File: config.mk
export PLATFORM = sky130hd
export DESIGN_NAME = purse_ctrl
export DESIGN_NICKNAME = d
export VERILOG_FILES = /design/src/rtl/purse_ctrl.sv
export SDC_FILE = /design/constraint.sdc
export NUM_CORES = 1
export LEC_CHECK = 0
export CAP_MARGIN = 30
export CORE_MARGIN = 5
export CORE_UTILIZATION = 45
export CTS_CLUSTER_SIZE = 20
export DETAILED_ROUTE_END_ITERATION = 10
export GPL_ROUTABILITY_DRIVEN = 0
export GPL_TIMING_DRIVEN = 0
export PLACE_DENSITY = 0.7
export SETUP_SLACK_MARGIN = 0.02
export SYNTH_ARGS = -nofsm -noshare
export SYNTH_HDL_FRONTEND = slang
export SYNTH_SLANG_ARGS = --single-unit
File: constraint.sdc
create_clock -name clk -period 11.2 [get_ports clk]
set_clock_uncertainty 0.05 [all_clocks]
set_input_delay 3.36 -clock clk [delete_from_list [all_inputs] [get_ports clk]]
set_output_delay 3.36 -clock clk [all_outputs]
set_load 0.01 [all_outputs]
File: src/rtl/purse_ctrl.sv
// Purse controller: accrues income on game ticks, clamps at the level's capacity,
// arbitrates unit purchases against purse upgrades, runs per-type cooldowns and
// hands accepted purchases to the spawner over a valid/ready handshake.
module purse_ctrl #(
    parameter int unsigned INCOME_BASE = 1,
    parameter int unsigned INCOME_STEP = 1,
    parameter int unsigned CD_TICKS    = 30
) (
    input  logic        clk,
    input  logic        rst_n,
    input  logic        tick,
    input  logic        buy_req,
    input  logic [2:0]  buy_type,
    input  logic [14:0] unit_cost,
    input  logic        upg_req,
    input  logic [14:0] need_money,
    input  logic [14:0] max_money,
    output logic [2:0]  level,
    output logic [14:0] money,
    output logic        buy_ack,
    output logic        buy_nack,
    output logic        upg_ack,
    output logic        upg_nack,
    output logic        spawn_valid,
    output logic [2:0]  spawn_type,
    input  logic        spawn_ready,
    output logic [7:0]  cd_busy
);

    typedef enum logic [0:0] {
        IDLE       = 1'b0,
        SPAWN_WAIT = 1'b1
    } state_t;

    localparam logic [7:0] CD_LOAD = 8'(CD_TICKS);

    state_t      state_q, state_d;
    logic [14:0] money_q, money_d;
    logic [2:0]  level_q, level_d;
    logic        spawn_valid_q, spawn_valid_d;
    logic [2:0]  spawn_type_q, spawn_type_d;
    logic        buy_ack_q, buy_nack_q, upg_ack_q, upg_nack_q;
    logic [7:0]  cd_q [8];
    logic [7:0]  cd_d [8];
    logic [7:0]  cd_busy_q, cd_busy_d;

    // Arbitration results for this cycle
    logic        buy_ok;
    logic        upg_ok;
    logic [15:0] money16;
    logic [15:0] spend16;
    logic [15:0] inc16;
    logic [15:0] sum16;

    // A buy needs the spawner slot free, enough money and the type off cooldown.
    // An upgrade loses to any same-cycle buy request, accepted or not.
    always_comb begin
        buy_ok = buy_req && (state_q == IDLE) && (money_q >= unit_cost)
                 && (cd_q[buy_type] == 8'd0);
        upg_ok = upg_req && !buy_req && (level_q != 3'd7)
                 && (money_q >= need_money);
    end

    // Money update: spend first, then add income and clamp only on ticks.
    // Income and capacity both refer to the level before any upgrade this cycle.
    always_comb begin
        money16 = {1'b0, money_q};
        spend16 = 16'd0;
        if (buy_ok) begin
            spend16 = {1'b0, unit_cost};
        end else if (upg_ok) begin
            spend16 = {1'b0, need_money};
        end
        inc16   = 16'(INCOME_BASE) + 16'(level_q) * 16'(INCOME_STEP);
        sum16   = money16 - spend16;
        money_d = sum16[14:0];
        if (tick) begin
            sum16 = sum16 + inc16;
            if (sum16 > {1'b0, max_money}) begin
                money_d = max_money;
            end else begin
                money_d = sum16[14:0];
            end
        end
        level_d = upg_ok ? (level_q + 3'd1) : level_q;
    end

    // Per-type cooldown counters: a purchase reloads, otherwise ticks count down
    for (genvar gi = 0; gi < 8; gi++) begin : g_cd
        assign cd_d[gi] = (buy_ok && (buy_type == 3'(gi))) ? CD_LOAD :
                          (tick && (cd_q[gi] != 8'd0))      ? (cd_q[gi] - 8'd1) :
                                                              cd_q[gi];
        assign cd_busy_d[gi] = (cd_d[gi] != 8'd0);
    end

    // Spawner handshake FSM: one pending unit at most, type frozen while valid
    always_comb begin
        state_d       = state_q;
        spawn_valid_d = spawn_valid_q;
        spawn_type_d  = spawn_type_q;
        case (state_q)
            IDLE: begin
                if (buy_ok) begin
                    state_d       = SPAWN_WAIT;
                    spawn_valid_d = 1'b1;
                    spawn_type_d  = buy_type;
                end
            end
            SPAWN_WAIT: begin
                if (spawn_ready) begin
                    state_d       = IDLE;
                    spawn_valid_d = 1'b0;
                end
            end
            default: begin
                state_d       = IDLE;
                spawn_valid_d = 1'b0;
            end
        endcase
    end

    // State, purse and handshake registers
    always_ff @(posedge clk or negedge rst_n) begin
        if (!rst_n) begin
            state_q       <= IDLE;
            money_q       <= 15'd0;
            level_q       <= 3'd0;
            spawn_valid_q <= 1'b0;
            spawn_type_q  <= 3'd0;
            buy_ack_q     <= 1'b0;
            buy_nack_q    <= 1'b0;
            upg_ack_q     <= 1'b0;
            upg_nack_q    <= 1'b0;
        end else begin
            state_q       <= state_d;
            money_q       <= money_d;
            level_q       <= level_d;
            spawn_valid_q <= spawn_valid_d;
            spawn_type_q  <= spawn_type_d;
            buy_ack_q     <= buy_req && buy_ok;
            buy_nack_q    <= buy_req && !buy_ok;
            upg_ack_q     <= upg_req && upg_ok;
            upg_nack_q    <= upg_req && !upg_ok;
        end
    end

    // Cooldown counters with their busy flags registered alongside
    always_ff @(posedge clk or negedge rst_n) begin
        if (!rst_n) begin
            for (int i = 0; i < 8; i++) begin
                cd_q[i] <= 8'd0;
            end
            cd_busy_q <= 8'd0;
        end else begin
            for (int i = 0; i < 8; i++) begin
                cd_q[i] <= cd_d[i];
            end
            cd_busy_q <= cd_busy_d;
        end
    end

    assign level       = level_q;
    assign money       = money_q;
    assign buy_ack     = buy_ack_q;
    assign buy_nack    = buy_nack_q;
    assign upg_ack     = upg_ack_q;
    assign upg_nack    = upg_nack_q;
    assign spawn_valid = spawn_valid_q;
    assign spawn_type  = spawn_type_q;
    assign cd_busy     = cd_busy_q;

endmodule

==> results.txt, run 1 <==
- Outcome: completed
- Clock-pin slew of the registers on the worst-case setup and hold paths: approximately 0.070 ns
- Sequential fraction of the synthesis area: 0.330
- The startpoint identified for the worst register-to-register timing path is money[1].
- Vias in the first global route: 6528
- Post-DR wirelength/cell: approximately 16 um
- Post-Synthesis Cells: between 800 and 900
* Main synth FF type: sky130_fd_sc_hd__dfrtp_1
- The die covers 19400 sq um.
- The routed design has roughly 19000 um of wire.
* Arrival time at the worst endpoint: about 11 ns
- Cts-stage hold buffer count: 0
* Average cell area after synthesis: slightly below 9 sq um
- At the placement stage, the worst setup path has a slack of -0.797 ns.
* Total Routing Usage GR: 0.200
- Leading cell type by number of instances after synthesis: sky130_fd_sc_hd__dfrtp_1
- Worst vdd rail ir drop: between 0.2 and 0.25 mV
- Die Span X: between 100 and 150 um
- After routing the design area is between 9000 and 10000 sq um.
* Drt first-iter violations: ~410
- The number of antenna violations at the first check in global routing is 0.
- Max clock buf depth: 2
- Entering global routing, the biggest net connects between 60 and 70 pins.
- EDFF count, synth: 0
- Among the stages of the critical path, the cell type that occurs most often is sky130_fd_sc_hd__ha_1.
- Of the post-synthesis cell area, the dominant cell type holds 0.330.
* Distinct cell type count after synthesis: just over 60
- The floorplan has 47 rows.
* Instance area at placement: ~8700 sq um
- Share of synthesized registers carrying an async set or reset: 1.00
- Clock tree synthesis found a total of 99 sinks.
- Power consumption: ~2.8 mW
* Number of pins with negative max-slew slack in the final report: 0
* Port Buffers: 86
- The first TritonRoute pass finished after 6 iterations.
- In this run the remaining antenna-violating nets after routing total 0.
* First-pass GRT wire length: 31900 um
- CP required: roughly 11 ns
- After legalization and detailed placement, the total HPWL measured about 15000 um.
- Following the worst setup path forward leads to its endpoint at money[8].
* Lkg Pwr: just under 4 nW
* Nets: 1089
- Portion of the clock cycle consumed by the worst path in the final layout: 0.958
- Clock tree from TritonCTS: done
- I/O pin count: 88
* Largest stage delay on the critical path: ~0.50 ns
* Number of failing setup endpoints in the final timing report: 0
- From synthesis to final layout, the design area changed by 20.6%.
- Initial Util: 0.456
* RSZ-0062 raised after global routing: false
* Min Tclk post-route: ~11 ns
- Register bit total from synthesis: slightly below 100
* Critical R2R Capture: money[8]
- Dividing the detail-routed via count by the number of cells gives about 5.5.
* Total inserted antenna cells: 0
- Worst slew margin: 0.506
- STA classifies the critical path endpoint as a flip-flop.
* H-tree level count: 3
- Reported max-cap violation count: 0
- Hold WC Path Type: reg -> reg
- Across all setup checks in the final design, the least slack found is about 0.47 ns.
- The number of nets handed over by synthesis was 989.
* Fmax: roughly 93 MHz
- Number of warnings reported in the yosys synthesis log: 0
- The die is roughly 140 um tall.
- The slowest stage of the critical path is the sky130_fd_sc_hd__clkdlybuf4s50_1 cell.
- For this run, design rule violations remaining after detail routing come to 0.
* Largest cells by area after synthesis: sky130_fd_sc_hd__dfrtp_1, sky130_fd_sc_hd__ha_1, sky130_fd_sc_hd__xnor2_1
- Dominant cell type by area after synthesis: sky130_fd_sc_hd__dfrtp_1
* Startpoint kind of the worst setup timing path: input port
* Share of cells above drive strength 1: 0.0575
* Cell Pwr Density: between 300 and 400 nW/um^2
- The total overflow left after global routing is 0.
* Via Count: 6457
- Max FO, Critical Path: 10
- Clock root buffer: sky130_fd_sc_hd__clkbuf_16
* Pin slew with the least headroom to its limit: 0.742 ns
- Worst reg-to-reg setup slack: ~3.6 ns
- Counting cells, the worst reg-to-reg path comes to 31.
- CP startpoint: unit_cost[1]
- Most frequent cells after synthesis: sky130_fd_sc_hd__dfrtp_1, sky130_fd_sc_hd__ha_1, sky130_fd_sc_hd__nand2_1
- The critical path in this run is classified as in -> reg.
- The core region is between 15000 and 20000 sq um.
- The later pin in the worst-skew pair is clocked with a latency of ~0.35 ns.
- Post-synthesis instance area: about 7500 sq um
- TritonCTS created 9 clock buffers.
- The number of hold violations in the final report is 0.
* Post-route setup TNS: 0 ns
==> critical path, delay by kind of cell <==
kind / cells / cell delay, ns
and+or+nand+nor: 7 / 1.31
buffers and inverters: 4 / 1.02
adders and majority gates: 5 / 1.58
AOI/OAI and AO/OA: 13 / 2.76
xor gates and xnor gates: 2 / 0.37
muxes: 2 / 0.48
==> worst min-delay path by stage <==
stage / from / endpoint / slack (ns) / cells after the start
after floorplan: state_q / spawn_valid / 0.39 / 1
after global placement: state_q / spawn_valid / 0.43 / 1
after detailed placement: state_q / spawn_valid / 0.44 / 1
after CTS: state_q / spawn_valid / 0.45 / 1
after global routing: spawn_type[1] / spawn_type[1] / 0.49 / 1
final: state_q / spawn_valid / 0.46 / 1
==> registers in the layout (all words and copies together) (netlist names) <==
signal,count
cd_busy,8
upg_ack,1
money,15
cd_q,64
buy_ack,1
spawn_type,3
upg_nack,1
state_q,1
spawn_valid,1
level,3
buy_nack,1
==> per-stage QoR <==
step | utilization | hold WS [ns] | std cells
after detailed placement | 0.527 | 0.444 | 1159
after floorplan | - | 0.390 | 852
after CTS | 0.546 | 0.453 | 1176
final | 0.550 | 0.459 | 1177
after global placement | 0.525 | 0.434 | 1158
after global routing | 0.550 | 0.489 | 1177
==> routing by layer <==
| layer | wire length [um] | vias up | GRT usage | share of wire |
|---|---|---|---|---|
| li1 | - | 3215 | - | - |
| met2 | 8890 | 139 | 0.334 | 0.47 |
| met1 | 8700 | 3073 | 0.266 | 0.46 |
| met4 | 486 | 0 | 0.0783 | 0.026 |
| met3 | 668 | 30 | 0.0231 | 0.036 |
| met5 | 0 | - | 0 | 0 |
==> area by class of cell <==
cell class	instances	area (sq um)
inverters	69	259
fillers	1502	7410
well taps	220	275
flip-flops and latches	99	2480
clock buffers	11	253
repair buffers	90	908
plain buffers	19	85.1
clock inverters	5	42.5
multi-input cells	664	4750
==> where the power goes <==
part / internal, mW / leakage (nW) / switching (mW)
clock network: 0.165 / 0.143 / 0.145
registers: 0.522 / 1.17 / 0.189
logic: 0.829 / 2.65 / 0.987
total: 1.52 / 3.96 / 1.32
==> cells in the final DEF, fill, tap and decap left out, types with 14 or more instances in the layout <==
master | netlist | layout
sky130_fd_sc_hd__a21oi_1 | 36 | 35
sky130_fd_sc_hd__a22oi_1 | 16 | 16
sky130_fd_sc_hd__clkbuf_1 | 18 | 15
sky130_fd_sc_hd__clkdlybuf4s50_1 | 0 | 85
sky130_fd_sc_hd__dfrtp_1 | 99 | 99
sky130_fd_sc_hd__ha_1 | 81 | 81
sky130_fd_sc_hd__inv_1 | 69 | 69
sky130_fd_sc_hd__nand2_1 | 80 | 80
sky130_fd_sc_hd__nand3_1 | 21 | 20
sky130_fd_sc_hd__nand4_1 | 14 | 14
sky130_fd_sc_hd__nor2_1 | 77 | 77
sky130_fd_sc_hd__nor2b_1 | 15 | 15
sky130_fd_sc_hd__nor3_1 | 37 | 37
sky130_fd_sc_hd__nor4_1 | 15 | 14
sky130_fd_sc_hd__o21ai_0 | 32 | 30
sky130_fd_sc_hd__xnor2_1 | 58 | 58
sky130_fd_sc_hd__xor2_1 | 25 | 23
==> cell families (layout without fill, tap and decap cells) <==
kind of cell | Yosys count | in the layout | share of synthesized area
xor+xnor | 83 | 83 | 0.0968
mux | 20 | 20 | 0.0280
flops | 99 | 99 | 0.330
buf+inv | 89 | 194 | 0.0452
compound gates | 159 | 159 | 0.144
simple gates | 319 | 319 | 0.216
fa+ha+maj | 83 | 83 | 0.140
==> what timing repair did <==
item,CTS,global route
pin swaps,2,3
gates cloned,0,0
gates resized for setup,6,13
setup endpoints to repair,15,15
setup buffers,1,2
Power figures use the tool's default switching activity.
==> run 2, diff against run 1 <==
Settings changed: HOLD_SLACK_MARGIN from default to 0.15, SKIP_CTS_REPAIR_TIMING from default to 1.
==> results.txt, run 2 (synthesis results as in run 1) <==
- Core area: 16500 sq um
- Wire length reported by the detailed router: around 19000 um
- For this run, design rule violations remaining after detail routing come to 0.
* Count of nets left with antenna violations after detail routing: 0
* R2R depth: 29
- STA classifies the critical path endpoint as a flip-flop.
- Portion of the clock cycle consumed by the worst path in the final layout: 0.957
* Lkg Pwr: slightly below 4 nW
- Clock latency of the later-clocked register in the worst-skew pair: 0.35 ns
* Drt first-iter violations: roughly 440
- Setup repair after global routing left no endpoint under its margin.
- The die is 139 um tall.
- For this configuration, the core starts out at a cell density of 0.456.
- Fmax: 93.3 MHz
* Outcome: completed
* I/O pin count: 88
- Arrival time at the worst endpoint: ~11 ns
- The number of antenna violations at the first check in global routing was 0.
- Hold EP: spawn_valid
* Largest net degree at the start of global routing: 66
- Number of failing setup endpoints in the final timing report: 0
* Number of flip-flops in the largest register: between 60 and 70
- The routed design could run at a clock period as short as 10.72 ns.
- The number of hold violations in the final report was 0.
- Data on the critical path is required at its endpoint by 11.37 ns.
- Number of pins with negative max-slew slack in the final report: 0
- After clock tree synthesis, the clock-pin slew on the worst setup and hold paths is 0.07 ns.
- Nets: 1089
- Clock tree from TritonCTS: done
* Largest stage delay on the critical path: approximately 0.54 ns
* First-pass GRT wire length: about 32000 um
* Via Count: about 6.4k
- Startpoint kind of the worst setup timing path: input port
* Share of cells above drive strength 1: 0.0575
* H-tree level count: 3
- In this run the critical register-to-register path is captured at money[13].
- Area of the die: roughly 19000 sq um
* Cell Pwr Density: 313 nW/um^2
- Number of iterations in the first detailed-routing pass: 5
- WHS Path Cells: 1
- Port Buffers: 86
- Register name with the most flops: cd_q
- After legalization and detailed placement, the total HPWL measured approximately 15000 um.
- The die is ~140 um wide.
- Max FO, Critical Path: 10
- Counting every sink on the clock net gives 99.
- The number of antenna diodes in the final layout is 0.
- In this run, CTS created clock tree buffers numbering 9.
- Worst slew margin: 0.508
- The worst-case IR drop observed on VDD is approximately 0.25 mV.
- Power consumption: ~2.8 mW
- The path class of the tightest hold or removal check is reg -> reg.
- The startpoint identified for the worst hold timing path is state_q.
- Max-cap violations in this run came to 0.
- On the critical path, the stage with the largest delay is an instance of sky130_fd_sc_hd__xnor2_1.
- Max clock buf depth: 2
- The top cell types in the final layout, fill and taps aside, are sky130_fd_sc_hd__dfrtp_1, sky130_fd_sc_hd__clkdlybuf4s50_1, sky130_fd_sc_hd__ha_1.
- Vias per inst: roughly 5.5
* Post-DR wirelength/cell: 15.9 um
* Vias in the first global route: 6502
- Compared with the post-synthesis result, the final layout area differs by 20.7%.
- Pin slew with the least headroom to its limit: around 0.74 ns
- Final-layout fill cell count: around 1.5k
- Most frequent standard cell in the layout excluding fill and tap cells: sky130_fd_sc_hd__dfrtp_1
- Number of core rows: 47
- Sum of overflow across all layers after global routing: 0
* Worst hold slack: approximately 0.46 ns
- The tree is rooted in a sky130_fd_sc_hd__clkbuf_16.
- The startpoint identified for the worst register-to-register timing path is cd_q[11].
* Total Routing Usage GR: 0.199
* Worst reg-to-reg setup slack: around 3.6 ns
- The worst setup path is of the in -> reg kind.
-- run 2: cell counts in the layout (fill, tap and decap cells not counted) --
No cell type changed its count.
-- run 2: worst max path at each step --
stage / startpoint / end / slack (ns) / depth (start not counted)
global route: unit_cost[1] / money[5] / 0.02 / 32
global placement: unit_cost[1] / money[13] / -0.68 / 33
detailed placement: unit_cost[1] / money[13] / -0.80 / 33
finish: unit_cost[1] / money[13] / 0.48 / 32
CTS: unit_cost[1] / money[13] / -0.43 / 33
floorplan: unit_cost[1] / money[5] / 1.12 / 32
-- run 2: layer usage --
layer / global-route usage / routed length (um) / vias to the layer above
met1: 0.265 / 8580 / 3035
met3: 0.0231 / 777 / 28
met5: 0 / 0 / -
li1: - / - / 3210
met2: 0.333 / 8900 / 142
met4: 0.0762 / 459 / 0
-- run 2: final cells by class --
| type | instances | area, sq um | area share |
|---|---|---|---|
| Multi-Input combinational cell | 664 | 4760 | 0.525 |
| Clock inverter | 5 | 42.5 | 0.00469 |
| Tap cell | 220 | 275 | 0.0304 |
| Buffer | 19 | 85.1 | 0.00939 |
| Clock buffer | 11 | 253 | 0.0279 |
| Inverter | 69 | 259 | 0.0286 |
| Sequential cell | 99 | 2480 | 0.273 |
| Timing Repair Buffer | 90 | 908 | 0.100 |
-- run 2: critical path: cells and delay by family --
family	cells	cell delay, ns
simple gates	5	0.87
buf+inv	4	1.01
xor+xnor	2	0.73
mux	2	0.48
compound gates	15	3.18
fa+ha+maj	4	1.21
-- run 2: stage by stage --
| stage | area (sq um) | setup slack (ns) | utilization | TNS [ns] | std cells |
|---|---|---|---|---|---|
| after floorplan | 7510 | 1.12 | - | 0 | 852 |
| after global placement | 8650 | -0.677 | 0.525 | -9.12 | 1158 |
| after detailed placement | 8670 | -0.797 | 0.527 | -10.39 | 1159 |
| after CTS | 8970 | -0.430 | 0.545 | -4.93 | 1175 |
| after global routing | 9060 | 0.0243 | 0.550 | 0 | 1177 |
| final | 9060 | 0.480 | 0.550 | 0 | 1177 |
-- run 2: report_power, final --
part	internal (mW)	switching (mW)	leakage (nW)
Clock	0.165	0.146	0.143
Sequential	0.522	0.188	1.17
Combinational	0.830	0.987	2.65
Total	1.52	1.32	3.96
